==> config.mk <==
export PLATFORM = sky130hd
export DESIGN_NAME = ex_operand_stage
export DESIGN_NICKNAME = d
export VERILOG_FILES = /design/src/rtl/ex_operand_stage.sv
export SDC_FILE = /design/constraint.sdc
export NUM_CORES = 1
export LEC_CHECK = 0
export CAP_MARGIN = 10
export CORE_AREA = 2 2 144 146
export CTS_CLUSTER_SIZE = 30
export DETAILED_ROUTE_END_ITERATION = 12
export DIE_AREA = 0 0 146 148
export PLACE_DENSITY = 0.78
export SETUP_SLACK_MARGIN = 0.5
export SLEW_MARGIN = 10
export SYNTH_ARGS = -nofsm -noshare
export SYNTH_HDL_FRONTEND = slang
export SYNTH_SLANG_ARGS = --single-unit
==> constraint.sdc <==
create_clock -name clk_i -period 1.1 [get_ports clk_i]
set_input_delay 0.165 -clock clk_i [delete_from_list [all_inputs] [get_ports clk_i]]
set_output_delay 0.165 -clock clk_i [all_outputs]
set_load 0.1 [all_outputs]
==> src/rtl/ex_operand_stage.sv <==
// ex_operand_stage
//   ID/EX pipeline register plus operand forwarding for the RV32I core. It captures one decoded
//   instruction per cycle from ID. It resolves RAW hazards against the MEM and WB stages, then
//   drives the ALU operands and opcode. The hazard unit can stall (hold) or flush (bubble) it.
//
// Configuration:
//   EX_FORWARD_EN  defined   : MEM/WB forwarding enabled. rs data is refreshed from the
//                              forwarded values while stalled.
//                  undefined : operands come from the registered rs data only. mem_*/wb_* are
//                              unused, and the hazard unit must stall until the register file
//                              has been written.
//
// Ports:
//   clk_i, rst_i          clock, synchronous active-high reset
//   id_*                  decoded instruction fields from ID
//   stall_i, flush_i      hazard-unit controls (flush wins over stall)
//   mem_*, wb_*           producer qualifiers, destination and result for forwarding
//   ex_valid_o            EX slot valid
//   operand1_o/2_o        ALU operands
//   alu_op_o              ALU opcode (0 for a bubble)
//   ex_rs2_data_o         forwarded rs2, used as store data
//   ex_pc_o, ex_rd_*_o    registered PC and destination; rd write enable qualified by valid

module ex_operand_stage #(
   parameter int unsigned DATA_W = 32,
   parameter int unsigned REG_AW = 5
) (
   input  logic              clk_i,
   input  logic              rst_i,
   input  logic              id_valid_i,
   input  logic [DATA_W-1:0] id_pc_i,
   input  logic [REG_AW-1:0] id_rs1_addr_i,
   input  logic [REG_AW-1:0] id_rs2_addr_i,
   input  logic [DATA_W-1:0] id_rs1_data_i,
   input  logic [DATA_W-1:0] id_rs2_data_i,
   input  logic [DATA_W-1:0] id_imm_i,
   input  logic [3:0]        id_alu_op_i,
   input  logic              id_op1_sel_i,
   input  logic              id_op2_sel_i,
   input  logic [REG_AW-1:0] id_rd_addr_i,
   input  logic              id_rd_wren_i,
   input  logic              stall_i,
   input  logic              flush_i,
   input  logic              mem_valid_i,
   input  logic              mem_rd_wren_i,
   input  logic [REG_AW-1:0] mem_rd_addr_i,
   input  logic [DATA_W-1:0] mem_fwd_data_i,
   input  logic              wb_valid_i,
   input  logic              wb_rd_wren_i,
   input  logic [REG_AW-1:0] wb_rd_addr_i,
   input  logic [DATA_W-1:0] wb_fwd_data_i,
   output logic              ex_valid_o,
   output logic [DATA_W-1:0] operand1_o,
   output logic [DATA_W-1:0] operand2_o,
   output logic [3:0]        alu_op_o,
   output logic [DATA_W-1:0] ex_rs2_data_o,
   output logic [DATA_W-1:0] ex_pc_o,
   output logic [REG_AW-1:0] ex_rd_addr_o,
   output logic              ex_rd_wren_o
);

   logic              valid_q,    valid_d;
   logic [DATA_W-1:0] pc_q,       pc_d;
   logic [REG_AW-1:0] rs1_addr_q, rs1_addr_d;
   logic [REG_AW-1:0] rs2_addr_q, rs2_addr_d;
   logic [DATA_W-1:0] rs1_data_q, rs1_data_d;
   logic [DATA_W-1:0] rs2_data_q, rs2_data_d;
   logic [DATA_W-1:0] imm_q,      imm_d;
   logic [3:0]        alu_op_q,   alu_op_d;
   logic              op1_sel_q,  op1_sel_d;
   logic              op2_sel_q,  op2_sel_d;
   logic [REG_AW-1:0] rd_addr_q,  rd_addr_d;
   logic              rd_wren_q,  rd_wren_d;

   logic [DATA_W-1:0] fwd1, fwd2;

`ifdef EX_FORWARD_EN
   logic mem_hit1, mem_hit2, wb_hit1, wb_hit2;

   // x0 is hardwired to zero, so a write to it must never be forwarded.
   assign mem_hit1 = mem_valid_i & mem_rd_wren_i & (mem_rd_addr_i == rs1_addr_q)
                     & (rs1_addr_q != '0);
   assign mem_hit2 = mem_valid_i & mem_rd_wren_i & (mem_rd_addr_i == rs2_addr_q)
                     & (rs2_addr_q != '0);
   assign wb_hit1  = wb_valid_i & wb_rd_wren_i & (wb_rd_addr_i == rs1_addr_q)
                     & (rs1_addr_q != '0);
   assign wb_hit2  = wb_valid_i & wb_rd_wren_i & (wb_rd_addr_i == rs2_addr_q)
                     & (rs2_addr_q != '0);

   // MEM holds the younger result, so it takes priority over WB.
   always_comb begin
      fwd1 = rs1_data_q;
      if (mem_hit1)     fwd1 = mem_fwd_data_i;
      else if (wb_hit1) fwd1 = wb_fwd_data_i;
   end

   always_comb begin
      fwd2 = rs2_data_q;
      if (mem_hit2)     fwd2 = mem_fwd_data_i;
      else if (wb_hit2) fwd2 = wb_fwd_data_i;
   end
`else
   assign fwd1 = rs1_data_q;
   assign fwd2 = rs2_data_q;

   logic unused_fwd_inputs;
   assign unused_fwd_inputs = ^{mem_valid_i, mem_rd_wren_i, mem_rd_addr_i, mem_fwd_data_i,
                                wb_valid_i, wb_rd_wren_i, wb_rd_addr_i, wb_fwd_data_i,
                                rs1_addr_q, rs2_addr_q};
`endif

   always_comb begin
      // Default: load from ID.
      valid_d    = id_valid_i;
      pc_d       = id_pc_i;
      rs1_addr_d = id_rs1_addr_i;
      rs2_addr_d = id_rs2_addr_i;
      rs1_data_d = id_rs1_data_i;
      rs2_data_d = id_rs2_data_i;
      imm_d      = id_imm_i;
      alu_op_d   = id_alu_op_i;
      op1_sel_d  = id_op1_sel_i;
      op2_sel_d  = id_op2_sel_i;
      rd_addr_d  = id_rd_addr_i;
      rd_wren_d  = id_rd_wren_i & id_valid_i;

      if (flush_i) begin
         valid_d    = 1'b0;
         pc_d       = '0;
         rs1_addr_d = '0;
         rs2_addr_d = '0;
         rs1_data_d = '0;
         rs2_data_d = '0;
         imm_d      = '0;
         alu_op_d   = 4'b0000;
         op1_sel_d  = 1'b0;
         op2_sel_d  = 1'b0;
         rd_addr_d  = '0;
         rd_wren_d  = 1'b0;
      end else if (stall_i) begin
         valid_d    = valid_q;
         pc_d       = pc_q;
         rs1_addr_d = rs1_addr_q;
         rs2_addr_d = rs2_addr_q;
         imm_d      = imm_q;
         alu_op_d   = alu_op_q;
         op1_sel_d  = op1_sel_q;
         op2_sel_d  = op2_sel_q;
         rd_addr_d  = rd_addr_q;
         rd_wren_d  = rd_wren_q;
`ifdef EX_FORWARD_EN
         // Capture forwarded values so they survive the producer retiring during the stall.
         rs1_data_d = fwd1;
         rs2_data_d = fwd2;
`else
         rs1_data_d = rs1_data_q;
         rs2_data_d = rs2_data_q;
`endif
      end
   end

   always_ff @(posedge clk_i) begin
      if (rst_i) begin
         valid_q    <= 1'b0;
         pc_q       <= '0;
         rs1_addr_q <= '0;
         rs2_addr_q <= '0;
         rs1_data_q <= '0;
         rs2_data_q <= '0;
         imm_q      <= '0;
         alu_op_q   <= 4'b0000;
         op1_sel_q  <= 1'b0;
         op2_sel_q  <= 1'b0;
         rd_addr_q  <= '0;
         rd_wren_q  <= 1'b0;
      end else begin
         valid_q    <= valid_d;
         pc_q       <= pc_d;
         rs1_addr_q <= rs1_addr_d;
         rs2_addr_q <= rs2_addr_d;
         rs1_data_q <= rs1_data_d;
         rs2_data_q <= rs2_data_d;
         imm_q      <= imm_d;
         alu_op_q   <= alu_op_d;
         op1_sel_q  <= op1_sel_d;
         op2_sel_q  <= op2_sel_d;
         rd_addr_q  <= rd_addr_d;
         rd_wren_q  <= rd_wren_d;
      end
   end

   assign ex_valid_o    = valid_q;
   assign operand1_o    = op1_sel_q ? pc_q : fwd1;
   assign operand2_o    = op2_sel_q ? imm_q : fwd2;
   assign alu_op_o      = alu_op_q;
   assign ex_rs2_data_o = fwd2;
   assign ex_pc_o       = pc_q;
   assign ex_rd_addr_o  = rd_addr_q;
   assign ex_rd_wren_o  = rd_wren_q & valid_q;

endmodule

==> results of run 1 <==
worst paths after layout:
check	to	cells after the start
setup / recovery	operand1_o[6]	3
hold / removal	ex_rs2_data_o[15]	5
setup reg to reg	op2_sel_q	3
hold reg to reg	rd_wren_q	2
stage by stage:
stage,utilization [%],hold WS [ns],worst slack (ns),power [W]
after global placement,55.6,0.456,-0.239,0.00898
after floorplan,-,0.309,-0.0869,0.00752
after CTS,61.2,0.326,-0.601,0.0154
after detailed placement,55.6,0.463,-0.286,0.00902
after global routing,66.9,0.306,-0.623,0.0163
final,66.9,0.306,-0.584,0.0158
cell type report:
| type | count | area (sq um) | area share (%) |
|---|---|---|---|
| Tap cell | 270 | 338 | 2.52 |
| Multi-Input combinational cell | 349 | 3830 | 28.6 |
| Sequential cell | 141 | 3150 | 23.5 |
| Clock buffer | 19 | 433 | 3.23 |
| Clock inverter | 13 | 190 | 1.42 |
| Timing Repair Buffer | 362 | 5450 | 40.7 |
metal layers:
layer  global-route usage, %  up-vias
met5                       0        -
met4                    6.94        0
met3                    5.06       26
met2                    31.5      169
met1                    20.4     2543
li1                        -     2497
power by group through the flow:
stage | registers [W] | logic (W) | clock network [W]
final | 0.00535 | 0.00429 | 0.00614
after global routing | 0.00537 | 0.00444 | 0.00649
after CTS | 0.00533 | 0.00383 | 0.00625
after detailed placement | 0.00544 | 0.00359 | 0
after global placement | 0.00543 | 0.00355 | 0
after floorplan | 0.00600 | 0.00152 | 0
critical path, stage by stage (launching register included):
cell and delay (ns):
dfxtp_4 0.37, buf_12 0.21, mux2_4 0.34, buf_12 0.17
cells in the final DEF, fill, tap and decap left out, drive strengths merged:
| cell | Yosys | routed |
|---|---|---|
| clkinv | 0 | 2 |
| dfxtp | 141 | 141 |
| nor2 | 140 | 140 |
| clkbuf | 5 | 21 |
| mux2 | 64 | 64 |
| clkinvlp | 0 | 4 |
| bufinv | 0 | 4 |
| mux2i | 140 | 140 |
| and2 | 1 | 1 |
| inv | 0 | 3 |
| buf | 35 | 219 |
| nand3b | 1 | 1 |
| a21oi | 1 | 1 |
| or2 | 1 | 1 |
| clkdlybuf4s50 | 0 | 141 |
| nand2 | 1 | 1 |
cell families after synthesis:
group | share of synthesized area (%)
mux | 36.5
simple gates | 9.88
flops | 48.6
buf+inv | 4.97
compound gates | 0.0860
sequential cells by signal, summed over array words and instances, names as in the netlist:
name / count
ex_rd_addr_o: 5
alu_op_o: 4
ex_rs2_data_o: 32
ex_valid_o: 1
op2_sel_q: 1
rd_wren_q: 1
fwd1: 32
op1_sel_q: 1
ex_pc_o: 32
imm_q: 32
timing repair:
| item | in CTS | in global routing |
|---|---|---|
| hold buffers | 0 | 0 |
| cloned | 9 | 2 |
| hold endpoints to repair | 0 | 0 |
| setup buffers | 5 | 18 |
| pin swaps | 34 | 40 |
| endpoints found under the setup margin | 280 | 280 |
| gates resized for setup | 76 | 230 |
synth_stat cells, drive strengths merged:
library cell    n
nand3b          1
nor2          140
dfxtp         141
nand2           1
mux2           64
buf            35
and2            1
or2             1
mux2i         140
a21oi           1
clkbuf          5
==> flow_metrics.env, run 1 <==
export IMPL_status="finished, violations left"
export IMPL_violations="setup timing"
export IMPL_end_kind="output port"
export IMPL_tightest_slew_ns=0.253
export IMPL_finClkSkew_ns=0
export IMPL_dpl_cell_count=1088
export IMPL_power_per_cell_area_nw_per_um2=1180
export IMPL_tns_ns=-37.76
export IMPL_globalRouteTotalUtil_pct=17.8
export IMPL_die_w_microns=146
export IMPL_start_kind="register"
export IMPL_wl_met1_microns=8110
export IMPL_p_leak_nw=5.24
export IMPL_synthesis_nets=763
export IMPL_p_clk_share_pct=38.9
export IMPL_drcViolationCount=0
export IMPL_timing_final_hold_violations=0
export IMPL_peakVddDrop_v=0.000930
export IMPL_drv_slew=0
export IMPL_critPathMaxFanout=21
export IMPL_startpoint="op1_sel_q"
export IMPL_internal_power_w=0.0110
export IMPL_antenna_found_initial=0
export IMPL_rsz0062_at_grt="yes"
export IMPL_post_drt_wl_per_cell_microns=18.5
export IMPL_area_growth_pct=130
export IMPL_dr_wl_met3_microns=1070
export IMPL_first_global_vias=5376
export IMPL_p_sw_share_pct=30.0
export IMPL_die_area_sq_um=21600
export IMPL_setup_viol_count_final=136
export IMPL_fillerInstances=1384
export IMPL_drive_gt1_share_pct=64.3
export IMPL_r2r_start="op2_sel_q"
export IMPL_cts_tree="yes"
export IMPL_max_slew_margin_pct=82.6
export IMPL_root_buffer="clkbuf_16"
export IMPL_post_route_period_util_pct=153
export IMPL_fp_dieH_microns=148
export IMPL_yosysUniqueCellTypes=14
export IMPL_io_buffers=283
export IMPL_antenna_cells=0
export IMPL_clockBufferDepth=2
export IMPL_switching_power_w=0.00474
export IMPL_clock_latency_ns=0.41
export IMPL_ys_seq_area_share_pct=48.6
export IMPL_hold_class="in -> reg"
export IMPL_numCtsBuffers=17
export IMPL_fmax_ghz=0.594
export IMPL_min_period_ns=1.68
export IMPL_netlist_area_sq_um=5810
export IMPL_nNetsFinal=1104
export IMPL_worst_slack_ns=-0.584
export IMPL_syn_area_per_cell_sq_um=11.0
export IMPL_grt_max_degree=22
export IMPL_start_util_pct=29.0
export IMPL_p_comb_share_pct=27.2
export IMPL_yosysWarnings=0
export IMPL_synthTopCellsByArea="dfxtp_1, mux2i_1, mux2_2"
export IMPL_drv_cap=0
export IMPL_drt_iter0_markers=110
export IMPL_required_ns=0.94
export IMPL_path_class="reg -> out"
export IMPL_via_per_inst=4.54
export IMPL_placed_area_sq_um=11100
export IMPL_detail_route_antenna_nets=0
export IMPL_vias=5235
export IMPL_hold_start="flush_i"
export IMPL_fp_row_count=52
export IMPL_wl_microns=21300
export IMPL_final_area_sq_um=13400
export IMPL_synth_top_area_cell="dfxtp_1"
export IMPL_cts_sinks=141
export IMPL_drt_pass1_iterations=4
export IMPL_grt_pass1_wl_microns=29800
export IMPL_arrival_ns=1.52
export IMPL_ctsHtreeMaxLevel=4
export IMPL_core_area_sq_um=20000
export IMPL_syn_inst=530
export IMPL_pin_count=372
export IMPL_finalNonFillerCells=1154
export IMPL_wl_met2_microns=11700
export IMPL_topRoutingLayerUsed="met4"
export IMPL_seq_power_share_pct=33.9
export IMPL_gp_congestion=0.750
export IMPL_ys_ff_latch=141
export IMPL_synth_top_area_share_pct=48.6
export IMPL_clk_pin_slew_worst_paths_ns=0.06
export IMPL_grt_overflow=0
export IMPL_reg2reg_slack_ns=0.21
export IMPL_place_hpwl_microns=13900
No activity file was read; power rests on OpenSTA's default activity.
==> run 2, diff against run 1 <==
--- a/config.mk
+++ b/config.mk
@@ -6,11 +6,11 @@
 export NUM_CORES = 1
 export LEC_CHECK = 0
 export CAP_MARGIN = 10
-export CORE_AREA = 2 2 144 146
+export CORE_AREA = 2 2 143 145
 export CTS_CLUSTER_SIZE = 30
 export DETAILED_ROUTE_END_ITERATION = 12
-export DIE_AREA = 0 0 146 148
-export PLACE_DENSITY = 0.78
+export DIE_AREA = 0 0 145 147
+export PLACE_DENSITY = 0.79
 export SETUP_SLACK_MARGIN = 0.5
 export SLEW_MARGIN = 10
 export SYNTH_ARGS = -nofsm -noshare
==> flow_metrics.env, run 2 (same netlist as run 1, synthesis figures left out) <==
export IMPL_post_drt_wl_per_cell_microns=18.3
export IMPL_grt_max_degree=28
export IMPL_max_slew_margin_pct=81.0
export IMPL_drv_slew=0
export IMPL_path_class="reg -> out"
export IMPL_start_util_pct=29.3
export IMPL_drt_iter0_markers=105
export IMPL_max_stage_delay_ns=0.39
export IMPL_rr_worst_depth=3
export IMPL_die_w_microns=145
export IMPL_antenna_found_initial=0
export IMPL_fillerInstances=1393
export IMPL_nNetsFinal=1097
export IMPL_clock_latency_ns=0.42
export IMPL_wl_microns=21000
export IMPL_fin_util_pct=64.4
export IMPL_root_buffer="clkbuf_16"
export IMPL_p_leak_nw=5.22
export IMPL_drive_gt1_share_pct=56.6
export IMPL_grt_pass1_wl_microns=30200
export IMPL_start_kind="register"
export IMPL_ctsHtreeMaxLevel=4
export IMPL_via_per_inst=4.45
export IMPL_core_area_sq_um=19800
export IMPL_rr_endpoint="op2_sel_q"
export IMPL_globalRouteTotalUtil_pct=18.3
export IMPL_drt_pass1_iterations=4
export IMPL_min_period_ns=1.68
export IMPL_fmax_ghz=0.594
export IMPL_fp_row_count=52
export IMPL_io_buffers=283
export IMPL_finClkSkew_ns=0
export IMPL_violations="setup timing"
export IMPL_drv_cap=0
export IMPL_arrival_ns=1.52
export IMPL_detail_route_antenna_nets=0
export IMPL_cts_sinks=141
export IMPL_status="finished, violations left"
export IMPL_grt_overflow=0
export IMPL_final_common_cell="buf_12"
export IMPL_r2r_start="op2_sel_q"
export IMPL_final_cell_mix="buf_12, clkdlybuf4s50_1, mux2i_1"
export IMPL_numCtsBuffers=17
export IMPL_fp_dieH_microns=147
export IMPL_setup_viol_count_final=138
export IMPL_crit_chain="buf_12 > mux2_4 > buf_12"
export IMPL_hold_start="stall_i"
export IMPL_clockBufferDepth=2
export IMPL_first_global_vias=5408
export IMPL_placed_area_sq_um=11000
export IMPL_clk_pin_slew_worst_paths_ns=0.06
export IMPL_drcViolationCount=0
export IMPL_cts_tree="yes"
export IMPL_place_hpwl_microns=13800
export IMPL_hold_class="in -> reg"
export IMPL_gp_congestion=0.764
export IMPL_holdWs_ns=0.197
export IMPL_required_ns=0.94
export IMPL_holdPathStages=3
export IMPL_worst_slack_ns=-0.582
export IMPL_power_per_cell_area_nw_per_um2=1210
export IMPL_cp_common_cell="buf_12"
export IMPL_tightest_slew_ns=0.277
export IMPL_critPathSlowestCell="dfxtp_4"
export IMPL_holdPathEnd="alu_op_o[2]"
export IMPL_peakVddDrop_v=0.000992
export IMPL_rsz0062_at_grt="yes"
export IMPL_pin_count=372
export IMPL_post_route_period_util_pct=153
export IMPL_timing_final_hold_violations=0
export IMPL_antenna_cells=0
export IMPL_critPathMaxFanout=16
export IMPL_reg2reg_slack_ns=0.28
export IMPL_hold_buffers=0
export IMPL_end_kind="output port"
export IMPL_vias=5109
export IMPL_area_growth_pct=120
export IMPL_final_area_sq_um=12800
export IMPL_die_area_sq_um=21300
## run 2: area by class of cell
| type | count | area (sq um) | share of cell area (%) |
|---|---|---|---|
| multi-input cells | 349 | 3300 | 25.8 |
| well taps | 270 | 338 | 2.64 |
| clock inverters | 13 | 189 | 1.48 |
| flip-flops and latches | 141 | 3170 | 24.8 |
| clock buffers | 19 | 433 | 3.39 |
| repair buffers | 355 | 5350 | 41.8 |
## run 2: power by group
group / switching, W / leakage (nW) / internal [W]
Clock: 0.00229 / 0.288 / 0.00381
Combinational: 0.00212 / 3.71 / 0.00189
Sequential: 0.000161 / 1.23 / 0.00517
Total: 0.00458 / 5.22 / 0.0109
## run 2: critical path: cells and delay by family (launching register included)
family,cells,cell delay [ns]
muxes,1,0.34
buffers and inverters,2,0.36
DFF,1,0.39
## run 2: repair_timing
action / 4_1_cts / 5_1_grt
setup buffers: 8 / 21
gates cloned: 9 / 5
gates resized for setup: 88 / 111
endpoints found under the hold margin: 0 / 0
setup endpoints to repair: 280 / 279
pin swaps: 34 / 65
## run 2: through the flow
stage / std cells / total power [W] / TNS (ns) / setup slack (ns)
floorplan: 530 / 0.00752 / -4.96 / -0.0869
global placement: 1072 / 0.00891 / -32.26 / -0.236
detailed placement: 1072 / 0.00896 / -36.52 / -0.296
CTS: 1121 / 0.0153 / -39.56 / -0.595
global route: 1147 / 0.0160 / -44.77 / -0.625
finish: 1147 / 0.0154 / -38.45 / -0.582
## run 2: worst max path at each step
| stage | startpoint | endpoint | slack, ns | depth (start not counted) |
|---|---|---|---|---|
| floorplan | op1_sel_q | operand1_o[10] | -0.09 | 3 |
| global placement | rst_i | ex_pc_o[10] | -0.24 | 5 |
| detailed placement | rst_i | ex_pc_o[26] | -0.30 | 5 |
| CTS | op1_sel_q | operand1_o[9] | -0.60 | 3 |
| global route | op1_sel_q | operand1_o[9] | -0.62 | 3 |
| finish | op1_sel_q | operand1_o[2] | -0.58 | 3 |
## run 2: metal layers
layer | global-route usage, % | vias up | routed length, microns
met2 | 31.9 | 171 | 11100
met3 | 4.50 | 30 | 968
met5 | 0 | - | 0
met4 | 8.66 | 0 | 564
met1 | 21.1 | 2428 | 8380
li1 | - | 2480 | -
==> run 3, diff against run 2 <==
--- a/config.mk
+++ b/config.mk
@@ -12,6 +12,7 @@
 export DIE_AREA = 0 0 145 147
 export PLACE_DENSITY = 0.79
 export SETUP_SLACK_MARGIN = 0.5
+export SKIP_CTS_REPAIR_TIMING = 1
 export SLEW_MARGIN = 10
 export SYNTH_ARGS = -nofsm -noshare
 export SYNTH_HDL_FRONTEND = slang
==> flow_metrics.env, run 3 (same netlist as run 1, synthesis figures left out) <==
export IMPL_timing_final_hold_violations=0
export IMPL_critPathMaxFanout=8
export IMPL_finClkSkew_ns=0
export IMPL_p_comb_share_pct=25.1
export IMPL_crit_chain="clkbuf_16 > mux2_4 > buf_12"
export IMPL_required_ns=0.94
export IMPL_final_area_sq_um=12500
export IMPL_pin_count=372
export IMPL_root_buffer="clkbuf_16"
export IMPL_place_hpwl_microns=13800
export IMPL_drv_cap=0
export IMPL_detail_route_antenna_nets=0
export IMPL_fp_row_count=52
export IMPL_gp_congestion=0.764
export IMPL_antenna_found_initial=0
export IMPL_clockBufferDepth=2
export IMPL_tns_ns=-38.87
export IMPL_cts_sinks=141
export IMPL_drt_iter0_markers=102
export IMPL_holdPathStages=3
export IMPL_first_global_vias=5150
export IMPL_p_sw_share_pct=29.4
export IMPL_post_drt_wl_per_cell_microns=17.6
export IMPL_path_class="reg -> out"
export IMPL_rsz0062_at_grt="yes"
export IMPL_max_slew_margin_pct=82.5
export IMPL_grt_overflow=0
export IMPL_final_common_cell="buf_12"
export IMPL_die_area_sq_um=21300
export IMPL_via_per_inst=4.44
export IMPL_final_cell_mix="buf_12, clkdlybuf4s50_1, mux2i_1"
export IMPL_dpl_cell_count=1072
export IMPL_hold_class="in -> reg"
export IMPL_post_route_period_util_pct=153
export IMPL_die_w_microns=145
export IMPL_critPathBufInv=2
export IMPL_start_kind="register"
export IMPL_grt_max_degree=54
export IMPL_ctsHtreeMaxLevel=4
export IMPL_end_kind="output port"
export IMPL_cts_tree="yes"
export IMPL_fp_dieH_microns=147
export IMPL_numCtsBuffers=17
export IMPL_power_per_cell_area_nw_per_um2=1220
export IMPL_finalNonFillerCells=1140
export IMPL_peakVddDrop_v=0.000982
export IMPL_io_buffers=283
export IMPL_fmax_ghz=0.594
export IMPL_critPathSlowestCell="dfxtp_4"
export IMPL_drv_slew=0
export IMPL_violations="setup timing"
export IMPL_drive_gt1_share_pct=55.5
export IMPL_internal_power_w=0.0108
export IMPL_reg2reg_slack_ns=0.24
export IMPL_max_stage_delay_ns=0.41
export IMPL_clock_latency_ns=0.41
export IMPL_status="finished, violations left"
export IMPL_rr_worst_depth=3
export IMPL_fin_util_pct=62.8
export IMPL_tightest_slew_ns=0.262
export IMPL_globalRouteTotalUtil_pct=16.6
export IMPL_clk_pin_slew_worst_paths_ns=0.06
export IMPL_area_growth_pct=114
export IMPL_worst_slack_ns=-0.583
export IMPL_seq_power_share_pct=34.9
export IMPL_p_leak_nw=5.14
export IMPL_start_util_pct=29.3
export IMPL_nNetsFinal=1090
export IMPL_arrival_ns=1.52
export IMPL_vias=5066
export IMPL_antenna_cells=0
export IMPL_drcViolationCount=0
export IMPL_wl_microns=20100
export IMPL_setup_viol_count_final=138
export IMPL_p_clk_share_pct=40.0
export IMPL_switching_power_w=0.00449
export IMPL_path_delay_family="flip-flops"
export IMPL_core_area_sq_um=19800
export IMPL_placed_area_sq_um=11000
export IMPL_grt_pass1_wl_microns=27700
export IMPL_min_period_ns=1.68
export IMPL_drt_pass1_iterations=4
export IMPL_cp_num_cells=3
[run 3: worst paths after layout]
| path | start | end |
|---|---|---|
| worst max-delay path | op1_sel_q | operand1_o[31] |
| worst min-delay path | stall_i | ex_rs2_data_o[2] |
| worst max register to register | op1_sel_q | op1_sel_q |
| worst min register to register | rd_wren_q | rd_wren_q |
[run 3: worst reg2reg max path, delay by kind of cell, from the launching register on]
family | cells | cell delay, ns
buffers and inverters | 1 | 0.17
multiplexers | 1 | 0.14
AND/OR/NAND/NOR | 1 | 0.06
flip-flops | 1 | 0.38
[run 3: power groups by stage]
stage               combinational, W  clock (W)  sequential [W]
finish                       0.00383    0.00610         0.00533
global route                 0.00396    0.00649         0.00535
CTS                          0.00353    0.00624         0.00532
detailed placement           0.00352          0         0.00544
global placement             0.00349          0         0.00543
floorplan                    0.00152          0         0.00600
[run 3: final cells by class]
| class | instances | area [sq um] |
|---|---|---|
| well taps | 270 | 338 |
| flip-flops and latches | 141 | 3180 |
| clock buffers | 19 | 433 |
| repair buffers | 348 | 5160 |
| multi-input cells | 349 | 3160 |
| clock inverters | 13 | 189 |
| fillers | 1432 | 7380 |
[run 3: layer usage]
metal | wire length [microns] | up-vias | global-route usage [%]
li1 | - | 2456 | -
met5 | 0 | - | 0
met2 | 10300 | 179 | 29.2
met3 | 986 | 34 | 4.60
met4 | 622 | 0 | 7.18
met1 | 8130 | 2397 | 18.8
[run 3: metrics by stage]
step | hold WS (ns) | setup WS [ns] | power, W
4_1_cts | 0.162 | -0.614 | 0.0151
2_1_floorplan | 0.309 | -0.0869 | 0.00752
3_5_place_dp | 0.467 | -0.296 | 0.00896
5_1_grt | 0.154 | -0.631 | 0.0158
6_report | 0.165 | -0.583 | 0.0153
3_3_place_gp | 0.458 | -0.236 | 0.00891
